### src/rtl/ysyx_22040127_mem_stage.sv
// MEM pipeline stage: holds one instruction from EX, runs the data-memory
// handshake for loads/stores, aligns/extends load data and forms the WB bundle.
module ysyx_22040127_mem_stage (
  input  logic        clk,
  input  logic        rst,
  input  logic        ex_to_mem_valid,
  output logic        mem_allowin,
  input  logic [31:0] ex_pc,
  input  logic [4:0]  ex_rd,
  input  logic        ex_reg_wen,
  input  logic [63:0] ex_alu_result,
  input  logic        ex_load,
  input  logic        ex_store,
  input  logic [1:0]  ex_size,
  input  logic        ex_unsigned,
  input  logic [63:0] ex_store_data,
  input  logic        mem_flush,
  output logic        dm_req,
  output logic        dm_wr,
  output logic [63:0] dm_addr,
  output logic [63:0] dm_wdata,
  output logic [7:0]  dm_wstrb,
  input  logic        dm_addr_ok,
  input  logic        dm_data_ok,
  input  logic [63:0] dm_rdata,
  input  logic        wb_allowin,
  output logic        mem_to_wb_valid,
  output logic [31:0] mem_to_wb_pc,
  output logic [4:0]  mem_to_wb_rd,
  output logic        mem_to_wb_reg_wen,
  output logic [63:0] mem_to_wb_wdata,
  output logic        mem_to_wb_memwrite,
  output logic [63:0] mem_to_wb_diff_addr,
  output logic [63:0] mem_to_wb_diff_data
);

  typedef enum logic [1:0] {IDLE, REQ, WAIT, DONE} state_t;

  state_t      state;
  logic        mem_valid;
  logic        cancel;
  logic [31:0] pc_p1;
  logic [4:0]  rd_p1;
  logic        reg_wen_p1;
  logic [63:0] alu_p1;
  logic        load_p1;
  logic        store_p1;
  logic [1:0]  size_p1;
  logic        zext_p1;
  logic [63:0] sdata_p1;
  logic [63:0] rdata_p1;

  logic mem_op;
  logic mem_ready_go;
  logic accept;
  logic handoff;
  logic ex_mem_op;

  function automatic logic [63:0] align_addr(input logic [63:0] a, input logic [1:0] sz);
    case (sz)
      2'd0:    return a;
      2'd1:    return {a[63:1], 1'b0};
      2'd2:    return {a[63:2], 2'b00};
      default: return {a[63:3], 3'b000};
    endcase
  endfunction

  function automatic logic [7:0] byte_strobe(input logic [2:0] off, input logic [1:0] sz);
    case (sz)
      2'd0:    return 8'h01 << off;
      2'd1:    return 8'h03 << off;
      2'd2:    return 8'h0F << off;
      default: return 8'hFF;
    endcase
  endfunction

  function automatic logic [63:0] replicate(input logic [63:0] d, input logic [1:0] sz);
    case (sz)
      2'd0:    return {8{d[7:0]}};
      2'd1:    return {4{d[15:0]}};
      2'd2:    return {2{d[31:0]}};
      default: return d;
    endcase
  endfunction

  function automatic logic signed [63:0] load_extend(input logic [63:0] raw, input logic [2:0] off,
                                                     input logic [1:0] sz, input logic zext);
    logic [63:0] sh;
    sh = raw >> {off, 3'b000};
    case (sz)
      2'd0:    return zext ? {56'd0, sh[7:0]}  : {{56{sh[7]}},  sh[7:0]};
      2'd1:    return zext ? {48'd0, sh[15:0]} : {{48{sh[15]}}, sh[15:0]};
      2'd2:    return zext ? {32'd0, sh[31:0]} : {{32{sh[31]}}, sh[31:0]};
      default: return raw;
    endcase
  endfunction

  assign mem_op       = load_p1 | store_p1;
  assign ex_mem_op    = ex_load | ex_store;
  assign mem_ready_go = !mem_op || (state == DONE);
  // A cancelled transfer still owes us a response; block new work until it lands.
  assign mem_allowin  = !cancel && (!mem_valid || (mem_ready_go && wb_allowin));
  assign accept       = ex_to_mem_valid && mem_allowin;
  assign handoff      = mem_valid && mem_ready_go && wb_allowin;

  assign dm_req   = (state == REQ);
  assign dm_wr    = store_p1;
  assign dm_addr  = align_addr(alu_p1, size_p1);
  assign dm_wdata = replicate(sdata_p1, size_p1);
  assign dm_wstrb = byte_strobe(dm_addr[2:0], size_p1);

  assign mem_to_wb_valid     = mem_valid && mem_ready_go && !mem_flush;
  assign mem_to_wb_pc        = pc_p1;
  assign mem_to_wb_rd        = rd_p1;
  assign mem_to_wb_reg_wen   = reg_wen_p1;
  assign mem_to_wb_wdata     = load_p1 ? load_extend(rdata_p1, dm_addr[2:0], size_p1, zext_p1) : alu_p1;
  assign mem_to_wb_memwrite  = store_p1;
  assign mem_to_wb_diff_addr = store_p1 ? dm_addr  : 64'd0;
  assign mem_to_wb_diff_data = store_p1 ? dm_wdata : 64'd0;

  // EX -> MEM boundary and memory handshake FSM
  always_ff @(posedge clk) begin
    if (rst) begin
      state      <= IDLE;
      mem_valid  <= 1'b0;
      cancel     <= 1'b0;
      pc_p1      <= 32'd0;
      rd_p1      <= 5'd0;
      reg_wen_p1 <= 1'b0;
      alu_p1     <= 64'd0;
      load_p1    <= 1'b0;
      store_p1   <= 1'b0;
      size_p1    <= 2'd0;
      zext_p1    <= 1'b0;
      sdata_p1   <= 64'd0;
      rdata_p1   <= 64'd0;
    end else begin
      if (accept) begin
        pc_p1      <= ex_pc;
        rd_p1      <= ex_rd;
        reg_wen_p1 <= ex_reg_wen;
        alu_p1     <= ex_alu_result;
        load_p1    <= ex_load;
        store_p1   <= ex_store;
        size_p1    <= ex_size;
        zext_p1    <= ex_unsigned;
        sdata_p1   <= ex_store_data;
      end

      if (accept)
        mem_valid <= 1'b1;
      else if (mem_flush || mem_allowin)
        mem_valid <= 1'b0;

      case (state)
        IDLE: begin
          if (accept && ex_mem_op) state <= REQ;
        end
        REQ: begin
          if (mem_flush) begin
            // Accepted-but-unanswered request must still drain its response.
            if (dm_addr_ok && !dm_data_ok) begin
              state  <= WAIT;
              cancel <= 1'b1;
            end else begin
              state <= IDLE;
            end
          end else if (dm_addr_ok) begin
            if (dm_data_ok) begin
              state    <= DONE;
              rdata_p1 <= dm_rdata;
            end else begin
              state <= WAIT;
            end
          end
        end
        WAIT: begin
          if (dm_data_ok) begin
            if (cancel || mem_flush) begin
              state  <= IDLE;
              cancel <= 1'b0;
            end else begin
              state    <= DONE;
              rdata_p1 <= dm_rdata;
            end
          end else if (mem_flush) begin
            cancel <= 1'b1;
          end
        end
        DONE: begin
          if (accept && ex_mem_op)
            state <= REQ;
          else if (mem_flush || handoff)
            state <= IDLE;
        end
        default: state <= IDLE;
      endcase
    end
  end

endmodule

### config.mk
export PLATFORM = sky130hd
export DESIGN_NAME = ysyx_22040127_mem_stage
export DESIGN_NICKNAME = d
export VERILOG_FILES = /design/src/rtl/ysyx_22040127_mem_stage.sv
export SDC_FILE = /design/constraint.sdc
export NUM_CORES = 1
export LEC_CHECK = 0
export CORE_AREA = 3 3 237 239
export CTS_CLUSTER_DIAMETER = 50
export DETAILED_ROUTE_END_ITERATION = 16
export DIE_AREA = 0 0 240 242
export PLACE_DENSITY = 0.54
export SYNTH_ARGS = -nofsm -noshare
export SYNTH_HDL_FRONTEND = slang
export SYNTH_SLANG_ARGS = --single-unit
### constraint.sdc
create_clock -name clk -period 2.5 [get_ports clk]
set_input_delay 0.25 -clock clk [delete_from_list [all_inputs] [get_ports clk]]
set_output_delay 0.25 -clock clk [all_outputs]
set_load 0.1 [all_outputs]
# After elaboration in Yosys (flattened, before gate mapping)
# Cells that the tools add are included.
# totals
register_bits,239
in_bits,242
out_inout_bits,371
wordCells,95
# op_classes
n_eq_ne,17
shifts,4
n_mux,34
n_bitwise,2
reduce_logical,25
# ops
cell,count
64-bit two-way mux,11
64-bit case mux with 3 select lines,2
64-bit case mux with 2 select lines,1
64-bit by 6-bit right shift with 32-bit output,1
8-bit case mux with 3 select lines,1
2-bit two-way mux,8
"2-bit inequality test, second input constant",5
3-bit case mux with 3 select lines,1
1-bit logical AND,8
1-bit two-way mux,8
2-bit case mux with 4 select lines,1
"1-bit by 3-bit left shift with 8-bit output, first input constant",1
"2-bit by 3-bit left shift with 8-bit output, first input constant",1
"4-bit by 3-bit left shift with 8-bit output, first input constant",1
"2-bit equality test, second input constant",3
"2-bit by 1-bit inequality test with 1-bit output, second input constant",3
"3-bit inequality test, second input constant",2
6-bit AND reduction,1
1-bit zero test,5
1-bit logical OR,5
5-bit AND reduction,1
"2-bit by 1-bit equality test with 1-bit output, second input constant",2
2-bit zero test,2
4-bit AND reduction,1
5 further kinds,7

# Depth between registers and ports, before layout
# Gate-level depths: netlist (run 1).
# depth
depth_word,10
ltp_mapped,13
depth_no_buf,9

# Worst setup path after synthesis (run 1)
# Ideal clock, no wire load.
# synth_path
kind,register to output
from,register size_p1[0]
to,output port dm_wstrb[5]
t_arrival_ns,5.860
required_time_ns,2.250
slack_ns,-3.610
path_stages_with_launch,9
path_buffers,2
cell_sequence,dfxtp_1 > inv_1 > ha_1 > nand2_1 > inv_2 > buf_2 > clkbuf_1 > nor2_1 > o311ai_0
# synth_via
elab_chain_len,4
elab_cells_between_ends,8
# synth_rtl
item,line_no,source
"start, declared",48,logic [1:0] size_p1;
"start signal, assigned",145,size_p1 <= ex_size;
"2-bit equality test, or another cell as far along",60,case (sz)
3-bit case mux with 3 select lines (*),60,
net dm_addr[0],20,"output logic [63:0] dm_addr,"
"4-bit by 3-bit left shift with 8-bit output, or another cell as far along",72,2'd2: return 8'h0F << off;
8-bit case mux with 3 select lines (*),69,case (sz)
"end, declared",22,"output logic [7:0] dm_wstrb,"
# Mark *: on every way through the listed nets, which the timed path passes. The rest lies on a longest branch.

# Worst setup path after layout (run 1)
# layout_path
from,register size_p1[0]
to,output port mem_to_wb_wdata[29]
# layout_via
elab_chain_len,6
elab_cells_between_ends,10
# layout_rtl
item,line_no,source
"2-bit equality test, or another cell as far along","60, 90",
3-bit case mux with 3 select lines,60,
64-bit by 6-bit right shift with 32-bit output,89,"sh = raw >> {off, 3'b000};"
64-bit two-way mux (on tied branches),"93, 91, 92",
64-bit case mux with 3 select lines (*),90,case (sz)
64-bit two-way mux (*),116,"assign mem_to_wb_wdata = load_p1 ? load_extend(rdata_p1, dm_addr[2:0], size_p1, zext_p1) : alu_p1;"
"end, declared",31,"output logic [63:0] mem_to_wb_wdata,"
# Every way passes the cells marked *; elsewhere a longest branch is shown, timed or not.

==> results.ini, run 1 <==
[setup_path]
critPathBufInv=5
slowest_delay_ns=0.43
critical_path.cell_chain=buf_6 -> ha_4 -> or3_4 -> nand2_8 -> buf_12 -> a311oi_4 -> buf_4 -> o41ai_4 -> nor2b_4 -> buf_12 -> a21oi_4 -> buf_12
crit_family=simple AND/OR/NAND/NOR gates
crit_top_cell=buf_12
critPathKind=register to output pin
crit_required_ns=2.25
cp_slowest_cell=or3_4
cp-start-kind=register
worstPathArrival_ns=3.30
end_kind=output pin
cp_max_fo=5
ff2ff_setup_slack_ns=0.04

[finish]
n_fill_cell=4915
areaGrowthSynthToFinish_pct=110
drive_above_1_share_pct=39.6
finish.net_count=2864
design_area_mm2=0.0284

[grt]
grt_overflow_total=0
grt_start_max_net_pins=132
grt_pass1_wl_mm=111
grt_pass1_vias=16800
antenna_found_initial=11
groute.usage.overall_pct=25.2

[run_status]
violations=negative setup slack
outcome=complete, but fails checks

[cts]
clk_transition_reported_paths_ns=0.06
cts_max_path_buffers=3
cts_tree=built
numCtsBuffers=37
cts.sinks=239
clock_latency_ns=0.55
cts_root_buf=clkbuf_16
htree_levels=2

[logic_synthesis]
synth_area_leaders=dfxtp_1 (35%), nand2_1 (16%), a21oi_1 (11%), and2_1 (5.9%), buf_4 (3.9%)
synth_common_cells=nand2_1 (578), a21oi_1 (311), dfxtp_1 (239)
synthArstFlopShare_pct=0
ys_warn_count=0
yosys.cell_count.top_type=nand2_1
ys_seq_area_share_pct=35.3
syn_inst=1932
syn-mean-instance-area_um2=7.02
ys.flop_type=dfxtp_1
yosysUniqueCellTypes=57
synth-edff-count=0
synth_fp_nets=2179
syn_area_mm2=0.0136
synth_top_area_cell=dfxtp_1
synth_top_area_share_pct=35.3
ys_seq_elements=239

[detailed_routing]
drcViolationCount=0
drtAntennaViolNets=0
firstDrtPassIters=5
detail_route.vias_per_cell=4.98
vias=16700
drt_wl_total_mm=77.0
drtIter0Drc=878
wl_per_cell_um=23.0

[power]
power.total_uw=19400
ir_drop_mv=0.518
power.density_mw_per_mm2=683
leakage_uw=0.0113

[floorplanning]
initial_core_util_pct=25.1
die_x_um=240
die-area_mm2=0.0581
ios=613
die_y_um=242
core_area_mm2=0.0540
num_rows=85

[sta]
max_freq_mhz=282
grt_setup_unrepaired=yes
min_period_ns=3.55
hold_viol=0
finalSetupViolations=180
fin_hold_ws_ns=0.215
finalCritPeriodShare_pct=142
timing.final.max_slew_violations=0
fin_ws_ns=-1.05
skew_ns=0.0175
timing.slew.headroom_pct=38.8
worst_pin_slew_ns=0.918
finalSetupTns_ns=-92.29

[placed_design]
io_buffers=612
pre_cts_slack_ns=-0.626
gp_congestion=0.898
hpwl_mm=58.3
placed_area_mm2=0.0251

[min_path]
hold_class=input pin to register

[flow_run]
maxCapViolations=0

report_power, final:
| part | internal (µW) | switching [µW] | total (µW) |
|---|---|---|---|
| Sequential | 4140 | 401 | 4540 |
| Clock | 3500 | 2060 | 5560 |
| Combinational | 3380 | 5920 | 9290 |
path summary, 6_finish.rpt:
kind / to / startpoint / cells past startpoint
max reg2reg: mem_to_wb_rd[0] / load_p1 / 7
min reg2reg: sdata_p1[62] / sdata_p1[62] / 2
max: mem_to_wb_wdata[29] / size_p1[0] / 12
min: alu_p1[30] / rst / 2
through the flow:
stage               util (%)  cells
detailed placement      46.5   3215
finish                  52.6   3347
floorplan                  -   1932
global placement        46.5   3215
global route            52.6   3345
CTS                     51.0   3313
area by class of cell:
class / count / area [µm²] / area share [%]
clock buffers: 45 / 996 / 3.51
clock inverters: 21 / 305 / 1.07
multi-input cells: 1426 / 9830 / 34.6
repair buffers: 885 / 11500 / 40.4
inverters: 28 / 126 / 0.445
well taps: 696 / 871 / 3.07
flip-flops and latches: 239 / 4800 / 16.9
diodes: 7 / 17.5 / 0.0617
routing by layer:
| metal | track usage (%) | routed length (µm) | up-vias |
|---|---|---|---|
| met5 | 0 | 51 | - |
| met4 | 8.54 | 2620 | 8 |
| met1 | 29.1 | 29900 | 8040 |
| met2 | 44.6 | 38600 | 637 |
| li1 | - | - | 7859 |
| met3 | 6.81 | 5830 | 130 |
layout by cell type (no fill, tap or decap), types with 8 or more instances in the layout:
master	count
a22oi_2	9
clkbuf_16	40
buf_4	260
a211oi_1	10
o21ai_0	30
clkdlybuf4s50_1	240
a22o_4	8
a21oi_4	35
nand2_4	16
a21oi_1	266
o211ai_1	12
buf_6	74
nand2_1	557
o21ai_4	32
or3_1	17
buf_12	292
inv_1	21
and3_4	11
a211o_4	35
a211oi_2	8
nand3_1	10
and2_1	70
mux2i_1	29
dfxtp_1	235
a21oi_2	10
nor2_1	18
and3_1	40
and2_4	57
state kept, by name (all words and copies together), names as in the netlist, 2 cells and up:
register and cells:
alu_p1 64, mem_to_wb_pc 32, mem_to_wb_rd 5, rdata_p1 64, sdata_p1 64, size_p1 2, state 2
cell families after synthesis:
family | after synthesis | share of synthesized area (%)
buffers and inverters | 268 | 9.81
muxes | 40 | 3.18
adders and majority gates | 5 | 0.462
AOI/OAI and AO/OA | 531 | 23.3
and+or+nand+nor | 849 | 28.0
DFF | 239 | 35.3
timing repair:
action / in CTS / in global routing
buffers inserted: 27 / 31
pin swaps: 32 / 70
hold buffers: 0 / 0
cloned: 8 / 4
endpoints found under the setup margin: 188 / 250
gates resized for setup: 169 / 144
hold endpoints to repair: 0 / 0
Power figures use the tool's default switching activity.
==> run 2: changes to the inputs <==
--- a/config.mk
+++ b/config.mk
@@ -5,11 +5,12 @@
 export SDC_FILE = /design/constraint.sdc
 export NUM_CORES = 1
 export LEC_CHECK = 0
-export CORE_AREA = 3 3 237 239
+export CORE_AREA = 5 5 232 234
 export CTS_CLUSTER_DIAMETER = 50
 export DETAILED_ROUTE_END_ITERATION = 16
-export DIE_AREA = 0 0 240 242
-export PLACE_DENSITY = 0.54
+export DIE_AREA = 0 0 237 239
+export PLACE_DENSITY = 0.57
+export SKIP_LAST_GASP = 1
 export SYNTH_ARGS = -nofsm -noshare
 export SYNTH_HDL_FRONTEND = slang
 export SYNTH_SLANG_ARGS = --single-unit
==> results.ini, run 2 (same netlist as run 1, synthesis figures left out) <==
[run_status]
outcome=complete, but fails checks  ; unchanged
violations=negative setup slack  ; unchanged

[sta]
worst_pin_slew_ns=0.773  ; was 0.918 ns
finalSetupViolations=188  ; was 180
finalCritPeriodShare_pct=145  ; was 142%
max_freq_mhz=277  ; was 282 MHz
min_period_ns=3.61  ; was 3.55 ns
timing.final.max_slew_violations=0  ; unchanged
fin_ws_ns=-1.11  ; was -1.05 ns
timing.slew.headroom_pct=48.4  ; was 38.8%
skew_ns=0.0159  ; was 0.0175 ns
finalSetupTns_ns=-97.97  ; was -92.29 ns
hold_viol=0  ; unchanged
grt_setup_unrepaired=yes  ; unchanged

[finish]
areaGrowthSynthToFinish_pct=108  ; was 110%
finish.net_count=2871  ; was 2864
final_cells=3344  ; was 3347
final_common_cell=nand2_1  ; unchanged
most-common-layout-cells=nand2_1 (559), buf_4 (307), buf_12 (296)  ; was nand2_1 (557), buf_12 (292), a21oi_1 (266)
top_regs=alu_p1: 64 flops, rdata_p1: 64 flops, sdata_p1: 64 flops  ; unchanged
drive_above_1_share_pct=39.0  ; was 39.6%

[grt]
antenna_found_initial=5  ; was 11
grt_pass1_wl_mm=108  ; was 111 mm
grt_pass1_vias=16900  ; was 16.8k
grt_start_max_net_pins=106  ; was 132
groute.usage.overall_pct=24.7  ; was 25.2%
grt_overflow_total=0  ; unchanged

[power]
p_seq_share_pct=23.6  ; was 23.4%
p_clk_share_pct=28.9  ; was 28.7%
p_comb_share_pct=47.5  ; was 47.9%
p_int_uw=11000  ; unchanged
ir_drop_mv=0.480  ; was 0.518 mV
power.density_mw_per_mm2=685  ; was 683 mW/mm²
switching_share_pct=43.0  ; was 43.2%
p_switching_uw=8320  ; was 8380 µW
leakage_uw=0.0113  ; about the same

[placed_design]
pre_cts_slack_ns=-0.762  ; was -0.626 ns
hpwl_mm=57.5  ; was 58.3 mm
io_buffers=612  ; unchanged
placed_cells=3206  ; was 3215
gp_congestion=0.940  ; was 0.898

[floorplanning]
die-area_mm2=0.0566  ; was 0.0581 mm²
die_y_um=239  ; was 242 µm
ios=613  ; unchanged
die_x_um=237  ; was 240 µm
num_rows=84  ; was 85
initial_core_util_pct=26.2  ; was 25.1%
core_area_mm2=0.0518  ; was 0.0540 mm²

[detailed_routing]
drtIter0Drc=983  ; was 878
drt_wl_total_mm=76.4  ; was 77.0 mm
wl_per_cell_um=22.8  ; was 23.0 µm
vias=16700  ; about the same
firstDrtPassIters=7  ; was 5
drtAntennaViolNets=0  ; unchanged
drcViolationCount=0  ; unchanged
detail_route.vias_per_cell=4.99  ; was 4.98

[flow_run]
maxCapViolations=0  ; unchanged

[min_path]
hold_class=input pin to register  ; unchanged

[setup_path]
critPathKind=register to output pin  ; unchanged
cp_max_fo=8  ; was 5
cp-start-kind=register  ; unchanged
end_kind=output pin  ; unchanged
crit_required_ns=2.25  ; about the same
worstPathArrival_ns=3.36  ; was 3.30 ns

[cts]
cts.sinks=239  ; unchanged
numCtsBuffers=38  ; was 37
clock_latency_ns=0.55  ; about the same
clk_transition_reported_paths_ns=0.05  ; was 0.06 ns
cts_max_path_buffers=3  ; unchanged
cts_tree=built  ; unchanged
cts_root_buf=clkbuf_16  ; unchanged
htree_levels=2  ; unchanged

==> run 2: changes by cell type in the layout (fill, tap and decap cells not counted), moves of 4 or more <==
cell	before	now
buf_12	292	296
buf_4	260	307
buf_6	74	25
clkbuf_16	40	48
inv_8	4	0
==> run 2: per-layer routing <==
metal	global-route usage, %	vias to the layer above	part of all wire (%)
li1	-	7865	-
met1	28.2	7959	38
met2	43.3	708	50
met3	7.42	153	7.8
met4	9.83	2	4.2
met5	0	-	0.024
==> run 2: power by group through the flow <==
stage | combinational [µW] | sequential, µW | clock [µW]
final | 9190 | 4560 | 5590
after global routing | 9530 | 4600 | 5910
after CTS | 8740 | 4540 | 5730
after detailed placement | 8670 | 4620 | 0
after global placement | 8620 | 4610 | 0
after floorplan | 5250 | 4810 | 0
==> run 2: per-stage QoR <==
step                util, %  power (µW)  hold slack [ns]  cell area [µm²]
finish                 54.5       19300            0.244            28200
global route           54.5       20000            0.231            28200
CTS                    51.4       19000            0.212            26600
detailed placement     48.4       13300            0.447            25100
global placement       48.4       13200            0.443            25100
floorplan                 -       10100            0.376            15300
==> run 2: worst max-delay path, stage by stage (launching register included) <==
cell      delay [ns]
dfxtp_4         0.35
buf_6           0.12
ha_4            0.16
or3_4           0.45
nand2_8         0.12
buf_12          0.12
a311oi_4        0.11
nor4_4          0.38
a211oi_4        0.11
buf_6           0.15
buf_12          0.14
buf_16          0.15
a211o_4         0.29
buf_12          0.17
==> run 2: timing repair <==
item,in CTS,in global routing
resized for setup,17,213
hold buffers,0,0
gates cloned,1,14
setup endpoints to repair,189,188
setup buffers,5,53
pin swaps,4,57
==> run 2: cell type report <==
| type | count | area [µm²] |
|---|---|---|
| fill | 4604 | 23600 |
| timing repair buffer | 891 | 11400 |
| multi-input combinational | 1426 | 9650 |
| sequential | 239 | 4800 |
| clock buffer | 46 | 1020 |
| tap | 688 | 861 |
| clock inverter | 22 | 304 |
| inverter | 28 | 129 |
| antenna | 4 | 10.0 |
==> run 2: worst paths after layout <==
kind              cells past startpoint              start  slack (ns)                   to
hold reg to reg                       2       sdata_p1[61]        0.45         sdata_p1[61]
setup reg to reg                      7           state[1]        0.16      mem_to_wb_rd[0]
hold / removal                        3  ex_alu_result[17]        0.24           alu_p1[17]
setup / recovery                     13         size_p1[0]       -1.11  mem_to_wb_wdata[36]
